==> src/rtl/replica_pkg.sv <==
// Shared types for the host-side AXI4-Lite master: response codes, FSM states
// and the latched command record.
package replica_pkg;

  localparam int unsigned HOST_ADDR_W = 32;
  localparam int unsigned HOST_DATA_W = 64;

  typedef enum logic [1:0] {
    OKAY   = 2'b00,
    EXOKAY = 2'b01,
    SLVERR = 2'b10,
    DECERR = 2'b11
  } axi_resp_t;

  typedef enum logic [2:0] {
    IDLE,
    WR_REQ,
    WR_RESP,
    RD_REQ,
    RD_DATA,
    RESP
  } host_state_t;

  typedef struct packed {
    logic                     write;
    logic [HOST_ADDR_W-1:0]   addr;
    logic [HOST_DATA_W-1:0]   wdata;
    logic [HOST_DATA_W/8-1:0] wstrb;
  } host_cmd_t;

endpackage

==> src/rtl/axi_host_master.sv <==
// Single-outstanding AXI4-Lite master: one command in, one AW+W/B or AR/R
// transaction out, one response back with a saturating latency count.
module axi_host_master
  import replica_pkg::*;
#(
  parameter int unsigned ADDR_W = HOST_ADDR_W,
  parameter int unsigned DATA_W = HOST_DATA_W,
  parameter int unsigned CNT_W  = 16
) (
  input  logic                clk,
  input  logic                reset,
  input  logic                cmd_valid,
  output logic                cmd_ready,
  input  logic                cmd_write,
  input  logic [ADDR_W-1:0]   cmd_addr,
  input  logic [DATA_W-1:0]   cmd_wdata,
  input  logic [DATA_W/8-1:0] cmd_wstrb,
  output logic                rsp_valid,
  input  logic                rsp_ready,
  output logic                rsp_write,
  output logic [DATA_W-1:0]   rsp_rdata,
  output logic [1:0]          rsp_resp,
  output logic [CNT_W-1:0]    rsp_cycles,
  output logic [ADDR_W-1:0]   M_AXI_AWADDR,
  output logic                M_AXI_AWVALID,
  input  logic                M_AXI_AWREADY,
  output logic [DATA_W-1:0]   M_AXI_WDATA,
  output logic [DATA_W/8-1:0] M_AXI_WSTRB,
  output logic                M_AXI_WVALID,
  input  logic                M_AXI_WREADY,
  input  logic [1:0]          M_AXI_BRESP,
  input  logic                M_AXI_BVALID,
  output logic                M_AXI_BREADY,
  output logic [ADDR_W-1:0]   M_AXI_ARADDR,
  output logic                M_AXI_ARVALID,
  input  logic                M_AXI_ARREADY,
  input  logic [DATA_W-1:0]   M_AXI_RDATA,
  input  logic [1:0]          M_AXI_RRESP,
  input  logic                M_AXI_RVALID,
  output logic                M_AXI_RREADY
);

  host_state_t       r_state;
  host_cmd_t         r_cmd;
  logic              r_cmd_ready;
  logic              r_awvalid, r_wvalid, r_bready, r_arvalid, r_rready;
  logic              r_aw_done, r_w_done;
  logic              r_rsp_valid, r_rsp_write;
  logic [DATA_W-1:0] r_rdata;
  axi_resp_t         r_resp;
  logic [CNT_W-1:0]  r_cnt;

  logic              w_aw_done, w_w_done;
  logic [CNT_W-1:0]  w_cnt_inc;

  assign w_aw_done = r_aw_done | (r_awvalid & M_AXI_AWREADY);
  assign w_w_done  = r_w_done  | (r_wvalid  & M_AXI_WREADY);
  assign w_cnt_inc = (r_cnt == '1) ? r_cnt : r_cnt + 1'b1;

  always_ff @(posedge clk) begin
    if (reset) begin
      r_state     <= IDLE;
      r_cmd       <= '0;
      r_cmd_ready <= 1'b1;
      r_awvalid   <= 1'b0;
      r_wvalid    <= 1'b0;
      r_bready    <= 1'b0;
      r_arvalid   <= 1'b0;
      r_rready    <= 1'b0;
      r_aw_done   <= 1'b0;
      r_w_done    <= 1'b0;
      r_rsp_valid <= 1'b0;
      r_rsp_write <= 1'b0;
      r_rdata     <= '0;
      r_resp      <= OKAY;
      r_cnt       <= '0;
    end else begin
      unique case (r_state)
        IDLE: begin
          if (cmd_valid) begin
            r_cmd       <= '{write: cmd_write, addr: cmd_addr,
                             wdata: cmd_wdata, wstrb: cmd_wstrb};
            r_cmd_ready <= 1'b0;
            // The accept cycle itself is the first counted cycle.
            r_cnt       <= CNT_W'(1);
            if (cmd_write) begin
              r_awvalid <= 1'b1;
              r_wvalid  <= 1'b1;
              r_aw_done <= 1'b0;
              r_w_done  <= 1'b0;
              r_state   <= WR_REQ;
            end else begin
              r_arvalid <= 1'b1;
              r_state   <= RD_REQ;
            end
          end
        end
        WR_REQ: begin
          r_cnt     <= w_cnt_inc;
          r_aw_done <= w_aw_done;
          r_w_done  <= w_w_done;
          if (M_AXI_AWREADY) r_awvalid <= 1'b0;
          if (M_AXI_WREADY)  r_wvalid  <= 1'b0;
          if (w_aw_done && w_w_done) begin
            r_bready <= 1'b1;
            r_state  <= WR_RESP;
          end
        end
        WR_RESP: begin
          r_cnt <= w_cnt_inc;
          if (M_AXI_BVALID) begin
            r_resp      <= axi_resp_t'(M_AXI_BRESP);
            r_rdata     <= '0;
            r_rsp_write <= r_cmd.write;
            r_bready    <= 1'b0;
            r_rsp_valid <= 1'b1;
            r_state     <= RESP;
          end
        end
        RD_REQ: begin
          r_cnt <= w_cnt_inc;
          if (M_AXI_ARREADY) begin
            r_arvalid <= 1'b0;
            r_rready  <= 1'b1;
            r_state   <= RD_DATA;
          end
        end
        RD_DATA: begin
          r_cnt <= w_cnt_inc;
          if (M_AXI_RVALID) begin
            r_resp      <= axi_resp_t'(M_AXI_RRESP);
            r_rdata     <= M_AXI_RDATA;
            r_rsp_write <= r_cmd.write;
            r_rready    <= 1'b0;
            r_rsp_valid <= 1'b1;
            r_state     <= RESP;
          end
        end
        RESP: begin
          if (rsp_ready) begin
            r_rsp_valid <= 1'b0;
            r_cmd_ready <= 1'b1;
            r_state     <= IDLE;
          end
        end
        default: r_state <= IDLE;
      endcase
    end
  end

  assign cmd_ready     = r_cmd_ready;
  assign rsp_valid     = r_rsp_valid;
  assign rsp_write     = r_rsp_write;
  assign rsp_rdata     = r_rdata;
  assign rsp_resp      = r_resp;
  assign rsp_cycles    = r_cnt;
  assign M_AXI_AWADDR  = r_cmd.addr;
  assign M_AXI_AWVALID = r_awvalid;
  assign M_AXI_WDATA   = r_cmd.wdata;
  assign M_AXI_WSTRB   = r_cmd.wstrb;
  assign M_AXI_WVALID  = r_wvalid;
  assign M_AXI_BREADY  = r_bready;
  assign M_AXI_ARADDR  = r_cmd.addr;
  assign M_AXI_ARVALID = r_arvalid;
  assign M_AXI_RREADY  = r_rready;

endmodule

==> config.mk <==
export PLATFORM = sky130hd
export DESIGN_NAME = axi_host_master
export DESIGN_NICKNAME = d
export VERILOG_FILES = /design/src/rtl/replica_pkg.sv /design/src/rtl/axi_host_master.sv
export SDC_FILE = /design/constraint.sdc
export NUM_CORES = 1
export LEC_CHECK = 0
export CAP_MARGIN = 0
export CORE_MARGIN = 1
export CORE_UTILIZATION = 35
export DETAILED_ROUTE_END_ITERATION = 16
export PLACE_DENSITY = 0.79
export SLEW_MARGIN = 40
export SYNTH_ARGS = -nofsm -noshare
export SYNTH_HDL_FRONTEND = slang
export SYNTH_SLANG_ARGS = --single-unit
==> constraint.sdc <==
create_clock -name clk -period 2 [get_ports clk]
set_clock_uncertainty 0.1 [all_clocks]
set_input_delay 0.3 -clock clk [delete_from_list [all_inputs] [get_ports clk]]
set_output_delay 0.3 -clock clk [all_outputs]
set_load 0.05 [all_outputs]
Word-level counts from Yosys, hierarchy flattened
Cells that the tools add are included.
- word-level logic and storage cells: 110
- output and inout bits: 226
- flip-flop bits (word level): 200
- bits of input ports: 182
- reduce and logical (&&, ||, !) cells: 23
- add/subtract/negate cells: 1
- bitwise operators: 4
- mux-type cells: 47
- equal/unequal tests: 17
- operator list (kind ; number):
    two-way mux 64 bit ; 2
    one-hot mux 64 bit (2 select lines) ; 1
    two-way mux 16 bit ; 2
    one-hot mux 16 bit (2 select lines) ; 1
    inequality test 2 bit, second input constant ; 11
    two-way mux 1 bit ; 20
    two-way mux 3 bit ; 6
    one-hot mux 1 bit (2 select lines) ; 9
    one-hot mux 3 bit (6 select lines) ; 1
    AND reduction 3 bit ; 6
    adder 16 x 1 -> 16 bit, second input constant ; 1
    == test 16 bit, second input constant ; 1
    AND reduction 4 bit ; 4
    nonzero test 2 bit ; 7
    == test 3 x 2 -> 1 bit, second input constant ; 2
    == test 3 bit, second input constant ; 2
    two-way mux 2 bit ; 3
    AND reduction 6 bit ; 1
    one-hot mux 2 bit (2 select lines) ; 1
    OR reduction 4 bit ; 1
    == test 3 x 1 -> 1 bit, second input constant ; 1
    zero test 3 bit ; 1
    one-hot mux 1 bit (3 select lines) ; 1
    nonzero test 3 bit ; 1
    4 further kinds ; 6

Longest topological paths before layout
Gate-level depths: netlist of run 1.
- word-level depth: 5
- depth in mapped cells: 8
- gate-level depth less buffers: 5

Worst setup path after synthesis of run 1
Ideal clock, no wire load.
- path kind: reg-to-reg
- from: register r_cnt[0], in the netlist rsp_cycles[0]
- to: register r_cnt[7], in the netlist rsp_cycles[7]
- arrival: 1.993 ns
- stages on the path, launching flop included: 7
- path slack: -0.178 ns
- setup time: 0.086 ns
- required time: 1.814 ns
- buffers on the path: 1
- period minus slack after synthesis: 2.178 ns
- path through: dfxtp_1 ha_1 nand3_1 nor4_1 buf_2 o21ai_0 a211oi_1
- cells in the longest elaborated chain, start to end: 3
- elaborated cells on any way between the ends: 6
- classes of those cells: add/sub (1); eq/ne (2); mux (2); reduce/logical (1)
- ends and longest elaborated chain (what ; RTL line ; RTL):
    start: declaration ; axi_host_master.sv:51 ; logic [CNT_W-1:0] r_cnt;
    start signal: assignment ; axi_host_master.sv:99 ; r_cnt <= w_cnt_inc;
    start signal: assignment ; axi_host_master.sv:110 ; r_cnt <= w_cnt_inc;
    start signal: assignment ; axi_host_master.sv:121 ; r_cnt <= w_cnt_inc;
    adder 16 x 1 -> 16 bit / == test 16 bit (equally long branches) ; axi_host_master.sv:58 ; assign w_cnt_inc = (r_cnt == '1) ? r_cnt : r_cnt + 1'b1;
    two-way mux 16 bit / inequality test 2 bit (equally long branches) ; n/a ;
    one-hot mux 16 bit (2 select lines) / AND reduction 3 bit (equally long branches) ; n/a ;
Several ways; a longest one is shown, not always the timed one. The select of a mux whose other input is x is not followed.
A chain may end at the register's enable or synchronous reset.

Worst setup path after layout of run 1
- from: register r_cnt[0], in the netlist rsp_cycles[0]
- to: register r_cnt[5], in the netlist rsp_cycles[5]
The elaborated chain is that of the path after synthesis.

==> results of run 1 <==
## cell usage after synthesis (3+ instances only)
master,number,area [um^2]
nand3_1,7,35.0
a31o_2,5,43.8
o21ai_0,6,30.0
buf_4,136,1020
clkbuf_1,49,184
nor4_1,3,18.8
a21oi_1,118,591
nand2_1,226,848
mux2_2,3,33.8
a32oi_1,3,26.3
or4_1,3,22.5
a31oi_1,9,56.3
and4_1,3,26.3
mux2i_1,3,30.0
buf_2,18,90.1
nand4_1,4,25.0
a21o_1,3,22.5
nor3_1,6,30.0
a211oi_1,5,37.5
a41oi_1,5,43.8
and3_1,4,25.0
nor2b_1,3,18.8
dfxtp_1,200,4000
o31ai_1,3,22.5
nor2_1,75,282
inv_1,4,15.0
a22oi_1,64,480
## per-layer routing
metal	vias to the layer above	track usage [%]
li1	3773	-
met1	3555	21.8
met2	326	34.0
met3	26	6.70
met4	0	7.80
met5	-	0
## registers in the layout, indices dropped and copies added (netlist names), 2 cells and up
signal and flops:
M_AXI_WDATA 64, M_AXI_WSTRB 8, M_AXI_ARADDR 32, r_state 3
rsp_rdata 64, rsp_resp 2, rsp_cycles 16
## worst reg2reg max path, cell delays in order, from the launching register on
cell	delay (ns)
dfxtp_2	0.35
ha_1	0.22
nand3_1	0.20
nor4_2	0.09
buf_4	0.17
or4_1	0.47
a21oi_1	0.16
## per-stage QoR
stage	setup TNS, ns	setup WS [ns]	power (mW)	hold WS (ns)	util [%]
2_1_floorplan	0	0.00372	10.1	0.297	-
3_3_place_gp	-0.0758	-0.0159	11.8	0.341	50.4
3_5_place_dp	-0.459	-0.0412	11.9	0.346	50.4
4_1_cts	0	0.0000991	14.9	0.0715	51.9
5_1_grt	-0.00439	-0.00439	15.5	0.0749	52.3
6_report	0	0.156	14.8	0.0941	52.3
## layout make-up
| cell class | instances | area (um^2) |
|---|---|---|
| clock buffers | 17 | 425 |
| well taps | 319 | 399 |
| inverters | 4 | 15.0 |
| flip-flops and latches | 200 | 4010 |
| repair buffers | 443 | 4240 |
| clock inverters | 13 | 138 |
| fillers | 2253 | 11200 |
| multi-input cells | 594 | 3060 |
## power breakdown
group	total, mW	internal, mW	switching, mW
sequential	4.92	4.56	0.362
clock	3.33	1.65	1.68
combinational	6.52	2.11	4.41
total	14.8	8.32	6.46
## logic make-up after synthesis
group / after synthesis / share of synthesized area (%)
mux: 6 / 0.761
buf+inv: 209 / 15.9
simple gates: 349 / 17.5
flops: 200 / 47.8
compound gates: 238 / 17.9
fa+ha+maj: 1 / 0.149
## worst max-delay path by stage
stage                               start                to  slack (ns)
after detailed placement        cmd_valid   M_AXI_ARADDR[0]       -0.04
after CTS                 M_AXI_WDATA[24]   M_AXI_WDATA[24]      0.0001
after floorplan             rsp_cycles[5]     rsp_cycles[7]       0.004
final                       rsp_cycles[0]     rsp_cycles[5]        0.16
after global routing        rsp_cycles[0]     rsp_cycles[5]      -0.004
after global placement          cmd_valid  M_AXI_ARADDR[11]       -0.02
==> impl_metrics.toml, run 1 <==
[hold_path]
hold_end = "rsp_rdata[50]"
holdCritStartpoint = "reset"
hold_path_class = "primary input to register"
hold_depth = 2

[routing]
drc = 0
drt_iter0_markers = 467
vias = 7680
wl_met2_um = 12400
drt_pre_antenna_iters = 5
wl_met1_um = 9740
ant_nets = 0
wl_met3_um = 2310
avgViaCountPerCell = 4.83
wl_per_cell_um = 15.7
drt_wl_total_um = 25000
routed.top_layer = "met4"

[layout]
final_cell_mix = "226 x nand2_1, 194 x dfxtp_1, 180 x clkdlybuf4s50_1"
area_growth_syn_to_layout_pct = 46.6
fin_cells = 1590
finalNetCount = 1443
layout_commonest_cell = "nand2_1"
antenna_cells = 0
stdcell_area_mm2 = 0.0123
drive_above_1_share_pct = 9.36

[worst_setup_path]
r2r-start = "rsp_cycles[0]"
crit_buf_inv = 1
cp_top_family = "simple AND/OR/NAND/NOR gates"
cp_slowest_cell = "or4_1"
timing.rr.end = "rsp_cycles[5]"
path_class = "register to register"
slowest_delay_ns = 0.47
crit_cells = 6
cp.required_ns = 2.24
end_kind = "register"
cp_max_fo = 9
rrSetupSlack_ns = 0.16
worst_setup_path_start_kind = "register"
arrival_ns = 2.08
crit_chain = "ha_1, nand3_1, nor4_2, buf_4, or4_1, a21oi_1"
reg2regPathDepth = 6

[placed_design]
port_buffers = 407
dpl.hpwl_um = 18500
gp_congestion = 0.858
dpl_cell_area_mm2 = 0.0118
place_inst = 1560

[synth]
synth_ff_type = "dfxtp_1"
synthesis.area_mm2 = 0.00838
syn_inst = 1003
synth_edf_count = 0
yosysWarnings = 0
synth_fp_nets = 1186
async_flop_share_pct = 0
seq_area_frac_synth_pct = 47.8
synth-seq-cells = 200
avgSynthCellArea_um2 = 8.36
synth_cell_type_count = 56

[floorplanning]
start_util_pct = 35.7
boundaryPins = 408
die_h_um = 157
die_area_mm2 = 0.0246
die_width_um = 157
core_area_mm2 = 0.0235
row_count = 56

[clock_network]
tritoncts = "yes"
cts.repair.resized = 164
cts_root_buffer = "clkbuf_16"
clockBufferDepth = 2
clk_latency_ns = 0.42
clock-sinks = 200
post_cts_buffers = 0
clk_pin_slew_worst_paths_ns = 0.08
htree_levels = 4
cts_buffers = 17
postCtsHoldBufs = 0

[sta]
relSlewSlack_pct = 49.4
maxSlewViolCount = 0
fmax_mhz = 542
min_period_ns = 1.84
min_period_over_period_pct = 92.2
setup_violations = 0
tightestPinTransition_ns = 0.758
hold_viol = 0

[global_routing]
grt_pass1_wl_um = 37600
antenna_found_initial = 0
first_global_vias = 7374
grt_max_degree = 72
grt_overflow = 0
grt_use_total_pct = 19.6

[power]
p_per_area_mw_per_mm2 = 1200
vdd_drop_max_v = 0.000671
p_leak_nw = 5.81

[outcome]
status = "finished clean"

[job]
maxCapViolations = 0
Power figures use the tool's default switching activity.
==> run 2: changes to the inputs <==
- CORE_AREA: not set -> 2 2 160 162
- CORE_MARGIN: 1 -> not set
- CORE_UTILIZATION: 35 -> not set
- CTS_CLUSTER_SIZE: not set -> 14
- DIE_AREA: not set -> 0 0 162 164
- PLACE_DENSITY: 0.79 -> 0.77
==> run 2 against run 1 <==
Clock power up 4%; register-to-register slack barely moved; die area up 8.1%; setup slack worse by 0.0034 ns; non-clock buffer count increased by 5; first-iteration DRC count is 2.4% lower; worst hold slack got worse by 0.022 ns; cell area up 0.46%; sequential power about the same; critical path depth shrank 1; sequential cell count is the same; sequential share of layout area is 0.15 points lower; highest routed layer unchanged.
==> impl_metrics.toml, run 2 (synthesized netlist as in run 1, its figures left out) <==
[sta]
maxSlewViolCount = 0
tightestPinTransition_ns = 0.546
min_period_over_period_pct = 92.4
setup_violations = 0
rsz0062_at_grt = "no"
hold_viol = 0
relSlewSlack_pct = 63.6
min_period_ns = 1.85
fmax_mhz = 541

[floorplanning]
die_area_mm2 = 0.0266
die_width_um = 162
row_count = 58
core_area_mm2 = 0.0248
die_h_um = 164
start_util_pct = 33.8
boundaryPins = 408

[layout]
layout_commonest_cell = "nand2_1"
final_cell_mix = "226 x nand2_1, 194 x dfxtp_1, 180 x clkdlybuf4s50_1"
area_growth_syn_to_layout_pct = 47.2
fin_cells = 1608
drive_above_1_share_pct = 9.70
n_fill_cell = 2360
finalNetCount = 1448
final_util_pct = 49.7
antenna_cells = 0

[global_routing]
grt_pass1_wl_um = 40000
grt_use_total_pct = 18.8
first_global_vias = 7448
antenna_found_initial = 0
grt_overflow = 0
grt_max_degree = 65

[routing]
drt_iter0_markers = 456
wl_per_cell_um = 16.2
drc = 0
ant_nets = 0
drt_wl_total_um = 26100
avgViaCountPerCell = 4.85
wl_met1_um = 10200
wl_met3_um = 2490
drt_pre_antenna_iters = 5
wl_met2_um = 13000
routed.top_layer = "met4"
vias = 7794

[placed_design]
dpl.hpwl_um = 19600
port_buffers = 407
gp_congestion = 0.859
place_inst = 1576

[worst_setup_path]
worst_setup_path_start_kind = "register"
end_kind = "register"
slowest_delay_ns = 0.40
cp_slowest_cell = "dfxtp_1"
reg2regPathDepth = 5
cp_max_fo = 10
crit_cells = 5
crit_chain = "buf_4, nor4b_1, a31oi_1, nand3_1, mux2_2"
arrival_ns = 2.06
cp_top_family = "simple AND/OR/NAND/NOR gates"
crit_buf_inv = 1
cp.required_ns = 2.21
path_class = "register to register"

[clock_network]
cts_root_buffer = "clkbuf_16"
clock-sinks = 200
htree_levels = 4
clk_latency_ns = 0.42
post_cts_buffers = 0
tritoncts = "yes"
postCtsHoldBufs = 0
clk_pin_slew_worst_paths_ns = 0.08
cts_buffers = 17
clockBufferDepth = 2

[outcome]
status = "finished clean"

[power]
p_leak_nw = 5.71
p_per_area_mw_per_mm2 = 1220
vdd_drop_max_v = 0.000579

[hold_path]
hold_depth = 2
hold_path_class = "primary input to register"

[job]
maxCapViolations = 0
run 2: cell count changes in the layout (fill, tap and decap cells not counted):
cell / previous run / this run
buf_12: 7 / 9
buf_4: 58 / 61
clkbuf_1: 0 / 1
clkbuf_8: 0 / 1
clkinv_4: 5 / 2
clkinv_8: 2 / 4
clkinvlp_4: 1 / 0
dlygate4sd2_1: 164 / 176
dlymetal6s2s_1: 33 / 21
inv_6: 1 / 4
inv_8: 4 / 3
nor4_1: 2 / 3
nor4_2: 1 / 0
run 2: through the flow:
stage	instance area, um^2	hold slack, ns	setup WS (ns)	TNS (ns)	power (mW)
2_1_floorplan	8390	0.297	0.00372	0	10.1
3_3_place_gp	11900	0.341	-0.00415	-0.0220	11.9
3_5_place_dp	11900	0.346	-0.0385	-0.952	12.0
4_1_cts	12300	0.0464	0.000110	0	15.2
5_1_grt	12300	0.0563	0.0507	0	15.8
6_report	12300	0.0721	0.153	0	15.0
run 2: path summary, 6_finish.rpt:
check	to	startpoint	slack [ns]
max	r_state[1]	r_state[2]	0.15
max reg2reg	r_state[1]	r_state[2]	0.15
min	rsp_rdata[19]	reset	0.07
min reg2reg	M_AXI_WDATA[29]	M_AXI_WDATA[29]	0.35
run 2: layout make-up:
type / count / area (um^2) / share of cell area [%]
repair buffers: 448 / 4260 / 34.5
flip-flops and latches: 200 / 4010 / 32.5
multi-input cells: 594 / 3050 / 24.7
clock buffers: 19 / 443 / 3.59
well taps: 330 / 413 / 3.35
clock inverters: 13 / 151 / 1.23
inverters: 4 / 15.0 / 0.122
run 2: timing repair:
action                                  in CTS  in global routing
resized for setup                          176                 22
endpoints found under the setup margin     176                 28
pin swaps                                    0                  0
run 2: where the power goes:
| group | switching [mW] | internal [mW] | leakage [nW] |
|---|---|---|---|
| clock | 1.75 | 1.72 | 0.290 |
| combinational | 4.40 | 2.18 | 3.79 |
| sequential | 0.393 | 4.56 | 1.63 |
| total | 6.55 | 8.45 | 5.71 |
run 2: layer usage:
layer | global-route usage, % | vias to the layer above
li1 | - | 3801
met1 | 21.6 | 3619
met2 | 33.0 | 349
met3 | 6.69 | 25
met4 | 5.19 | 0
met5 | 0 | -
